## config.mk

```make
export PLATFORM = sky130hd
export DESIGN_NAME = uart_tx
export DESIGN_NICKNAME = d
export VERILOG_FILES = /design/src/rtl/uart_tx.sv
export SDC_FILE = /design/constraint.sdc
export NUM_CORES = 1
export LEC_CHECK = 0
export CELL_PAD_IN_SITES_DETAIL_PLACEMENT = 1
export CELL_PAD_IN_SITES_GLOBAL_PLACEMENT = 1
export CORE_AREA = 2 2 113 115
export CTS_CLUSTER_DIAMETER = 30
export DETAILED_ROUTE_END_ITERATION = 16
export DIE_AREA = 0 0 115 117
export MAX_ROUTING_LAYER = met4
export PLACE_DENSITY = 0.87
export SLEW_MARGIN = 20
export SYNTH_ARGS = -nofsm -noshare
export SYNTH_HDL_FRONTEND = slang
export SYNTH_SLANG_ARGS = --single-unit
export TNS_END_PERCENT = 10
```

## constraint.sdc

```tcl
create_clock -name clk -period 2.9 [get_ports clk]
set_input_delay 0.29 -clock clk [delete_from_list [all_inputs] [get_ports clk]]
set_output_delay 0.29 -clock clk [all_outputs]
set_load 0.05 [all_outputs]
```

## src/rtl/uart_tx.sv

```systemverilog
// Memory-mapped 8N1 UART transmitter. A DEPTH-entry FIFO is built with
// UART_TX_FIFO_EN defined; otherwise a single holding register is used.
module uart_tx #(
  parameter logic [31:0] BASE_ADDR   = 32'h4000_0300,
  parameter int unsigned DEPTH       = 8,
  parameter logic [15:0] DEFAULT_DIV = 16'd103
) (
  input  logic        clk,
  input  logic        rst_n,
  input  logic        i_rd,
  input  logic [31:0] i_addr,
  input  logic        i_wr,
  input  logic [3:0]  i_wrmask,
  input  logic [31:0] i_data,
  output logic        o_rd_valid,
  output logic        o_wr_valid,
  output logic [31:0] o_data,
  output logic        o_tx
);

  localparam logic [1:0] S_IDLE  = 2'd0;
  localparam logic [1:0] S_START = 2'd1;
  localparam logic [1:0] S_DATA  = 2'd2;
  localparam logic [1:0] S_STOP  = 2'd3;

  logic        hit, resp_busy, rd_acc, wr_acc;
  logic        push_req, push, pop, ovf_set;
  logic [1:0]  sel;
  logic [15:0] div, div_q, cnt;
  logic [1:0]  state;
  logic [7:0]  shreg;
  logic [2:0]  bit_idx;
  logic        tx_q, ovf, busy;
  logic        fifo_full, fifo_empty;
  logic [7:0]  fifo_count, fifo_head;
  logic [31:0] status, rdata;
  logic        unused_bits;

  assign hit       = (i_addr[31:4] == BASE_ADDR[31:4]);
  assign sel       = i_addr[3:2];
  // One request per response pulse: a held strobe is not re-accepted.
  assign resp_busy = o_rd_valid | o_wr_valid;
  assign rd_acc    = i_rd & hit & ~resp_busy;
  assign wr_acc    = i_wr & hit & ~resp_busy;

  assign push_req = wr_acc & (sel == 2'd0) & i_wrmask[0];
  assign pop      = (state == S_IDLE) & ~fifo_empty;
  assign push     = push_req & (~fifo_full | pop);
  assign ovf_set  = push_req & fifo_full & ~pop;

  assign unused_bits = &{1'b0, i_addr[1:0], i_data[31:16], DEPTH[0]};

`ifdef UART_TX_FIFO_EN
  localparam int unsigned AW = $clog2(DEPTH);
  localparam int unsigned CW = AW + 1;

  logic [7:0]    mem [DEPTH];
  logic [AW-1:0] wptr, rptr;
  logic [CW-1:0] count;

  always_ff @(posedge clk) begin
    if (push) mem[wptr] <= i_data[7:0];
  end

  always_ff @(posedge clk or negedge rst_n) begin
    if (!rst_n) begin
      wptr  <= '0;
      rptr  <= '0;
      count <= '0;
    end else begin
      if (push) wptr <= wptr + AW'(1);
      if (pop)  rptr <= rptr + AW'(1);
      if (push && !pop)      count <= count + CW'(1);
      else if (!push && pop) count <= count - CW'(1);
    end
  end

  assign fifo_full  = (count == CW'(DEPTH));
  assign fifo_empty = (count == '0);
  assign fifo_count = 8'(count);
  assign fifo_head  = mem[rptr];
`else
  logic [7:0] hold;
  logic       hold_valid;

  always_ff @(posedge clk or negedge rst_n) begin
    if (!rst_n) begin
      hold       <= '0;
      hold_valid <= 1'b0;
    end else if (push) begin
      hold       <= i_data[7:0];
      hold_valid <= 1'b1;
    end else if (pop) begin
      hold_valid <= 1'b0;
    end
  end

  assign fifo_full  = hold_valid;
  assign fifo_empty = ~hold_valid;
  assign fifo_count = {7'd0, hold_valid};
  assign fifo_head  = hold;
`endif

  assign busy   = (state != S_IDLE) | ~fifo_empty;
  assign status = {16'd0, fifo_count, 4'd0, ovf, fifo_empty, fifo_full, busy};

  always_comb begin
    rdata = '0;
    case (sel)
      2'd1:    rdata = status;
      2'd2:    rdata = {16'd0, div};
      default: rdata = '0;
    endcase
  end

  always_ff @(posedge clk or negedge rst_n) begin
    if (!rst_n) begin
      o_rd_valid <= 1'b0;
      o_wr_valid <= 1'b0;
      o_data     <= '0;
      div        <= DEFAULT_DIV;
      ovf        <= 1'b0;
    end else begin
      o_rd_valid <= rd_acc;
      o_wr_valid <= wr_acc;
      o_data     <= rd_acc ? rdata : '0;
      if (wr_acc && sel == 2'd2) begin
        if (i_wrmask[0]) div[7:0]  <= i_data[7:0];
        if (i_wrmask[1]) div[15:8] <= i_data[15:8];
      end
      // A fresh overflow beats the clear-on-read of STATUS.
      if (ovf_set)                     ovf <= 1'b1;
      else if (rd_acc && sel == 2'd1)  ovf <= 1'b0;
    end
  end

  always_ff @(posedge clk or negedge rst_n) begin
    if (!rst_n) begin
      state   <= S_IDLE;
      tx_q    <= 1'b1;
      shreg   <= '0;
      cnt     <= '0;
      bit_idx <= '0;
      div_q   <= DEFAULT_DIV;
    end else begin
      case (state)
        S_IDLE: begin
          if (pop) begin
            shreg <= fifo_head;
            cnt   <= div;
            div_q <= div;
            tx_q  <= 1'b0;
            state <= S_START;
          end
        end
        S_START: begin
          if (cnt == 16'd0) begin
            cnt     <= div_q;
            tx_q    <= shreg[0];
            bit_idx <= '0;
            state   <= S_DATA;
          end else begin
            cnt <= cnt - 16'd1;
          end
        end
        S_DATA: begin
          if (cnt == 16'd0) begin
            cnt <= div_q;
            if (bit_idx == 3'd7) begin
              tx_q  <= 1'b1;
              state <= S_STOP;
            end else begin
              shreg   <= shreg >> 1;
              tx_q    <= shreg[1];
              bit_idx <= bit_idx + 3'd1;
            end
          end else begin
            cnt <= cnt - 16'd1;
          end
        end
        S_STOP: begin
          if (cnt == 16'd0) state <= S_IDLE;
          else              cnt   <= cnt - 16'd1;
        end
        default: state <= S_IDLE;
      endcase
    end
  end

  assign o_tx = tx_q;

endmodule

```

==> results of run 1 <==
[metrics by stage]
| stage | hold slack, ps | std cells | power, mW | setup slack (ps) | util [%] |
|---|---|---|---|---|---|
| 3_5_place_dp | 326.3 | 646 | 1.442 | 48.74 | 45.34 |
| 5_1_grt | 531.6 | 663 | 2.751 | 9.692 | 48.04 |
| 4_1_cts | 499.7 | 663 | 2.700 | 106.6 | 48.04 |
| 2_1_floorplan | -5.591 | 442 | 1.351 | 259.3 | - |
| 3_3_place_gp | 312.4 | 646 | 1.436 | 131.7 | 45.34 |
| 6_report | 485.3 | 663 | 2.683 | 81.20 | 48.04 |
[final timing paths]
check / start / end
min in group clk: shreg[4]$_DFFE_PN0P_ / shreg[4]$_DFFE_PN0P_
max in group asynchronous: rst_n / div_q[0]$_DFFE_PN1P_
worst max-delay path: cnt[0]$_DFFE_PN0P_ / cnt[15]$_DFFE_PN0P_
worst max register to register: cnt[0]$_DFFE_PN0P_ / cnt[15]$_DFFE_PN0P_
worst min register to register: shreg[4]$_DFFE_PN0P_ / shreg[4]$_DFFE_PN0P_
worst min-delay path: rst_n / bit_idx[2]$_DFFE_PN0P_
[per-layer routing]
metal	vias to the layer above	part of all wire (%)	track usage [%]
met5	-	0	-
met4	0	3.4	11.00
li1	1711	-	-
met2	214	53	44.94
met3	53	5.6	4.274
met1	2008	38	28.55
[sequential cells by signal, indices dropped and copies added, names as in the netlist, 2 cells and up]
| name | count |
|---|---|
| bit_idx | 3 |
| cnt | 16 |
| div | 16 |
| div_q | 16 |
| fifo_head | 8 |
| o_data | 16 |
| shreg | 8 |
| state | 2 |
[cell families (layout without fill, tap and decap cells)]
| logic type | after synthesis | count (layout) | synth area share, % |
|---|---|---|---|
| AND/OR/NAND/NOR | 114 | 114 | 13.33 |
| AO/OA/AOI/OAI | 98 | 98 | 14.56 |
| flip-flops | 90 | 90 | 48.37 |
| multiplexers | 61 | 61 | 14.72 |
| buffers and inverters | 50 | 121 | 5.636 |
| adder cells (fa/ha/maj) | 11 | 11 | 2.938 |
| XOR/XNOR | 2 | 2 | 0.3740 |
| other | 1 | 16 | 0.08005 |
[cell usage after synthesis, types with 7 or more instances]
| cell type | instances | area share, % |
|---|---|---|
| sky130_fd_sc_hd__clkbuf_1 | 18 | 1.4 |
| sky130_fd_sc_hd__dfrtp_1 | 79 | 42 |
| sky130_fd_sc_hd__ha_1 | 11 | 2.9 |
| sky130_fd_sc_hd__nor3_1 | 9 | 0.96 |
| sky130_fd_sc_hd__mux2_2 | 59 | 14 |
| sky130_fd_sc_hd__nand2_1 | 24 | 1.9 |
| sky130_fd_sc_hd__nor4_1 | 14 | 1.9 |
| sky130_fd_sc_hd__buf_4 | 16 | 2.6 |
| sky130_fd_sc_hd__a22o_1 | 11 | 2.1 |
| sky130_fd_sc_hd__and3_1 | 13 | 1.7 |
| sky130_fd_sc_hd__nor2_1 | 19 | 1.5 |
| sky130_fd_sc_hd__inv_1 | 11 | 0.88 |
| sky130_fd_sc_hd__a21oi_1 | 13 | 1.4 |
| sky130_fd_sc_hd__a211oi_1 | 7 | 1.1 |
| sky130_fd_sc_hd__o21ai_0 | 24 | 2.6 |
| sky130_fd_sc_hd__o21a_1 | 7 | 1.1 |
| sky130_fd_sc_hd__dfstp_2 | 11 | 6.2 |
[worst max-delay path: cells and delay by family, from the launching register on]
kind                     cells  cell delay [ps]
AND/OR/NAND/NOR              2             1110
buffers and inverters        2              330
AO/OA/AOI/OAI                3              680
adder cells (fa/ha/maj)      1              160
flip-flops                   1              430
[power breakdown]
part	internal (mW)	switching (mW)	total, mW
clock	0.692	0.570	1.26
sequential	1.25	0.0000239	1.25
combinational	0.0689	0.0970	0.166
[layout make-up]
cell class                      count  area (µm²)  share of cell area (%)
Tap cell                          150       187.7                   3.173
Clock inverter                      7       91.34                   1.544
Timing Repair Buffer               92       878.3                   14.85
Clock buffer                        9       225.2                   3.808
Multi-Input combinational cell    302        2217                   37.49
Sequential cell                    90        2266                   38.31
Inverter                           13       48.80                  0.8250
[repair_timing]
item,in CTS,in global routing
hold buffers,1,0
setup buffers,0,0
endpoints found under the setup margin,2,0
endpoints found under the hold margin,35,0
gates resized for setup,1,0
==> run summary, run 1 <==
After synthesis, flip-flops and latches occupy 48.37% of the total area. Number of nets with antenna violations after detailed routing: 0. The first routing iteration left 332 violations. Across all layers, the routed design uses 3986 vias.

Setup repair after global routing left no endpoint under its margin. Initial antenna violation count: 0. Yosys printed 0 warnings. The final setup violation count was 0. The cell area that synthesis handed to floorplanning was 4684 µm². Summed over all cells, the static leakage comes to 2.735 nW. Summed over all layers, the global routing overflow is 0. The tools report the arrival time of the worst setup path as 3050 ps. After detailed routing, the number of remaining DRC violations is 0. After layout, the worst path uses 97.20% of the clock period. Clock tree synthesis inserted a total of 9 buffers. Number of nets in the layout: 591.

For the number of global-route vias before repair, the log shows 4383. The floorplan has 41 rows. In the final routed layout, each cell accounts on average for 23.97 µm.

In the synthesized netlist, the number of instances is 427. The class of the tightest hold or removal check was in -> async. Number of hold-slack violations in the final timing report: 0. The run gives 0 ps as the total negative slack for setup checks. The worst setup path is launched from a flip-flop.

The library cell used most frequently in the layout, excluding fill and tap cells, is sky130_fd_sc_hd__dfrtp_1. The synthesized design contains 0 enable-type register cells. The run gives 41.08% as the remaining max-slew budget at the tightest pin. Flip-flop cell with the highest count after synthesis: sky130_fd_sc_hd__dfrtp_1. The run finished with clean final reports. The top cell types in the final layout, fill and taps aside, are sky130_fd_sc_hd__dfrtp_1, sky130_fd_sc_hd__clkdlybuf4s50_1, sky130_fd_sc_hd__mux2_2. TritonCTS built the clock tree. Entering global routing, the biggest net connects 48 pins.

Power spread over the standard cell area amounts to 453.6 nW/µm². The logs give 360 ps for the insertion delay of the later-clocked pin in the worst-skew pair and 3 for the total number of H-tree levels. The total area inside the core boundary comes to 12310 µm². The repair_antennas step left the layout with diodes totalling 0.

VDD sags by at most 0.3625 mV. The number of sinks handled by clock tree synthesis was 90; the die span in y was 117 µm. The floorplan step defined a die boundary enclosing 13460 µm². STA classifies the critical path endpoint as a flip-flop. The fraction of final layout cells sized beyond drive strength 1 is 24.37%, and the required time of the critical path is 3130 ps. The largest single stage delay on the critical path is 600 ps. The tools report the final weighted congestion of routability-driven global placement as 0.8973. The root buffer cell chosen for the clock tree is sky130_fd_sc_hd__clkbuf_16. The effective utilization at floorplan was 38.05%. The number of cells on the worst reg-to-reg path was 8; the total routing usage reported by global routing was 25.45%. The transition time at the pin with the least slew margin came out at 881.7 ps. The minimum period implied by the final worst setup slack was 2819 ps; the global-route wire length before repair was 24.88 mm. In the synthesized netlist the async set-or-reset flop fraction comes to 100.0%. In this run, synthesis produced a sequential element count of 90. Compared with the post-synthesis result, the final layout area differs by 26.26%.

The per-instance average area after synthesis is 10.97 µm². The worst setup skew after layout came out at 13.89 ps. Max-cap violations in this run came to 0. Of all nets on the critical path, the largest fanout is 8. Summed over all nets, the half-perimeter wirelength after detailed placement is 10.02 mm. Synthesis instantiated 65 different standard cells from the library. The run gives 5582 µm² as the instance area at placement.

The highest clock rate was 354.8 MHz. The width of the die was 115 µm; the port buffer count was 70. The critical path in this run is classified as reg -> reg. For this design the top-level I/O count stands at 107. The filler cells instantiated in the layout total 1307. Setup slack on the worst reg-to-reg path comes out at 80 ps.

The pre-antenna-repair detailed-routing pass consisted of 5 iterations. For the final routed wirelength across all metal layers, the log shows 15.90 mm. The finished cells cover 5914 µm².

Using the TritonRoute via totals, the vias-per-cell ratio works out to 6.012. The critical path goes through inv_1 -> ha_1 -> or4b_1 -> or4_4 -> buf_4 -> o21ai_0 -> a211oi_1 -> o221a_2. The tools report the number of pins with negative max-slew slack in the final report as 0. The number of buffers between clock root and the deepest sink was 2. Clock-pin slew was measured on the worst setup and hold paths at 70 ps. Among all stages on the critical path, the largest delay is contributed by sky130_fd_sc_hd__or4_4.
(Power assumes the default switching activity.)
==> run 2: changes to the inputs <==
--- a/config.mk
+++ b/config.mk
@@ -11,6 +11,7 @@
 export CTS_CLUSTER_DIAMETER = 30
 export DETAILED_ROUTE_END_ITERATION = 16
 export DIE_AREA = 0 0 115 117
+export HOLD_SLACK_MARGIN = 0.02
 export MAX_ROUTING_LAYER = met4
 export PLACE_DENSITY = 0.87
 export SLEW_MARGIN = 20
==> results of run 2 <==
Same layout as run 1: the final DEF is identical, and so are final timing and power.
==> run 3: changes to the inputs <==
--- a/config.mk
+++ b/config.mk
@@ -13,7 +13,7 @@
 export DIE_AREA = 0 0 115 117
 export HOLD_SLACK_MARGIN = 0.02
 export MAX_ROUTING_LAYER = met4
-export PLACE_DENSITY = 0.87
+export PLACE_DENSITY = 0.79
 export SLEW_MARGIN = 20
 export SYNTH_ARGS = -nofsm -noshare
 export SYNTH_HDL_FRONTEND = slang
==> run summary, run 3 (same netlist as run 1, synthesis figures left out) <==
The flow ran to the end, and the final reports show no timing, DRC or antenna violations. In this run the core area contains 41 standard-cell rows. The static leakage is 2.715 nW. The worst hold path belongs to the class in -> async.

The critical setup path kind is reg -> reg. Total number of vias: 3834. Minimum period implied by the final worst setup slack: 2768 ps.

The transition time at the pin with the least slew margin is 729.4 ps. In the final timing run, aggregate negative setup slack is 0 ps. Across all setup checks in the final design, the least slack found is 131.8 ps. Leaving out filler cells and counting taps, the final layout contains 661. During I/O placement, the number of pins put on the boundary was 107.

Arrival time of the worst setup path: 3000 ps. Relative to the synthesized area, the layout overhead comes to 25.29%. The final design area excluding fillers is 5869 µm², and the highest clock rate is 361.3 MHz.

The die is 117 µm tall. Power spread over the standard cell area amounts to 440.6 nW/µm². The final weighted congestion of routability-driven global placement is 0.8362, and the instance area at placement is 5567 µm². The peak fanout along the critical path was 9. The logs give 13.62 mm for the final routed wirelength across all metal layers and 168.9 ps for the worst-case setup slack after placement. Counting the fill cells in the layout gives 1359. In the final layout, the share of cells above drive strength 1 is 23.87%. For this run the aggregate overflow at the end of global routing stands at 0. From left edge to right edge, the die measures 115 µm. Measured against its own limit, the worst slew margin works out to 51.37%. The effective utilization at floorplan was 38.05%; the number of nets with antenna violations after detailed routing was 0.

Detailed placer's ending HPWL: 9.311 mm. On the critical path, the stage with the largest delay is an instance of sky130_fd_sc_hd__or4_4. The number of hold-slack violations in the final timing report came out at 0. The design draws 2.586 mW.

The tools report the cell chosen for the clock root as sky130_fd_sc_hd__clkbuf_16. The global-route wire length before repair is 22.18 mm. The longest individual stage delay on the worst path came out at 600 ps. The internal power of the cells totals 1.931 mW. The logs give 407.4 ps for the worst slack on hold paths and 4235 for the number of global-route vias before repair. Share of total power in sequential cells: 48.5%. The kind of launch point of the worst setup path is a flip-flop.

The tools report the endpoint kind of the worst setup timing path as a flip-flop. Core footprint: 12310 µm². In this run switching power makes up 25.33% of total power. Post-CTS setup repair buffer count: 0. In this run the power spent charging and discharging nets is 655.0 µW.

Clock-pin slew was measured on the worst setup and hold paths at 70 ps. Max capacitance violation total: 0. Across every metal layer, demand over resource in global routing totals 22.25%. The run gives 7.534 ps as the worst setup skew after layout.

After the first detailed-routing iteration, the DRC count stood at 189. VDD sags by at most 0.2787 mV. Count of inserted antenna diode cells: 0. The clock passes through at most 2 buffers. After the last flow step, the layout net total stands at 589. The first TritonRoute pass finished after 4 iterations. The logs give 90 for the number of sinks handled by clock tree synthesis and 0 for the total DRC errors in the routed layout.

The critical path goes through inv_1 -> ha_1 -> or4b_1 -> or4_4 -> mux2_4 -> a221o_1 -> a32o_1. In this run, CTS created clock tree buffers numbering 9. The library cells used most frequently in the layout, excluding fill and tap cells, are sky130_fd_sc_hd__dfrtp_1, sky130_fd_sc_hd__clkdlybuf4s50_1, sky130_fd_sc_hd__mux2_2. The initial antenna violation count came out at 0. For this run, the share of the core covered by cells in the final layout is 47.67%.

The wire length per cell works out to 20.60 µm. For the clock network fraction of design power, the log shows 45.3%. Setup repair after global routing left no endpoint under its margin.

The detail-routed via count per cell is 5.800, and the largest net degree at the start of global routing is 65. The run gives 0 as the final setup violation count. TritonCTS built the clock tree. The total number of H-tree levels came out at 3. The required time of the critical path came out at 3140 ps.

Port buffering added 70 buffers. The combinational fraction of design power came out at 6.2%. The logs give 644 for the total placed cells including tap cells and 13460 µm² for the area of the die. The run gives 350 ps as the insertion delay of the later-clocked pin in the worst-skew pair. Leaving out fill and tap cells, the most frequent cell in the layout is sky130_fd_sc_hd__dfrtp_1. The share of the clock period used by the worst path was 95.45%. Reg2reg setup slack: 130 ps. For the number of pins with negative max-slew slack in the final report, the log shows 0.
==> run 3: power groups by stage <==
stage	Combinational, mW	Clock, mW	Sequential, mW
CTS	0.163	1.18	1.25
finish	0.161	1.17	1.25
global route	0.173	1.23	1.25
detailed placement	0.162	0	1.28
global placement	0.158	0	1.28
floorplan	0.0722	0	1.28
==> run 3: worst max-delay path, delay by kind of cell, from the launching register on <==
family | cells | cell delay (ps)
simple gates | 2 | 1110
flops | 1 | 430
compound gates | 2 | 540
mux | 1 | 330
fa+ha+maj | 1 | 160
buf+inv | 1 | 100
==> run 3: layer usage <==
metal / vias to the layer above / wire length (µm) / track usage, %
met3: 24 / 622 / 3.347
li1: 1705 / - / -
met2: 115 / 7101 / 38.51
met4: 0 / 293 / 8.916
met5: - / 0 / -
met1: 1990 / 5599 / 26.15
==> run 3: worst paths after layout <==
| check | to | cells past startpoint | start |
|---|---|---|---|
| hold reg to reg | div_q[8]$_DFFE_PN0P_ | 1 | div_q[8]$_DFFE_PN0P_ |
| max in group asynchronous | div_q[6]$_DFFE_PN1P_ | 3 | rst_n |
| setup reg to reg | cnt[4]$_DFFE_PN0P_ | 7 | cnt[0]$_DFFE_PN0P_ |
| hold / removal | state[0]$_DFFE_PN0P_ | 2 | rst_n |
| min in group clk | div_q[8]$_DFFE_PN0P_ | 1 | div_q[8]$_DFFE_PN0P_ |
| setup / recovery | cnt[4]$_DFFE_PN0P_ | 7 | cnt[0]$_DFFE_PN0P_ |
==> run 3: final cells by class <==
class                   instances  area, µm²  share of cell area (%)
flip-flops and latches         90       2266                   38.61
multi-input cells             302       2211                   37.67
repair buffers                 90      863.3                   14.71
clock buffers                   9      225.2                   3.837
well taps                     150      187.7                   3.198
clock inverters                 7      67.56                   1.151
inverters                      13      48.80                  0.8314
==> run 3: what timing repair did <==
| action | in CTS | in global routing |
|---|---|---|
| gates resized for setup | 0 | 0 |
| hold endpoints to repair | 23 | 0 |
| hold buffers | 1 | 0 |
| setup endpoints to repair | 0 | 0 |
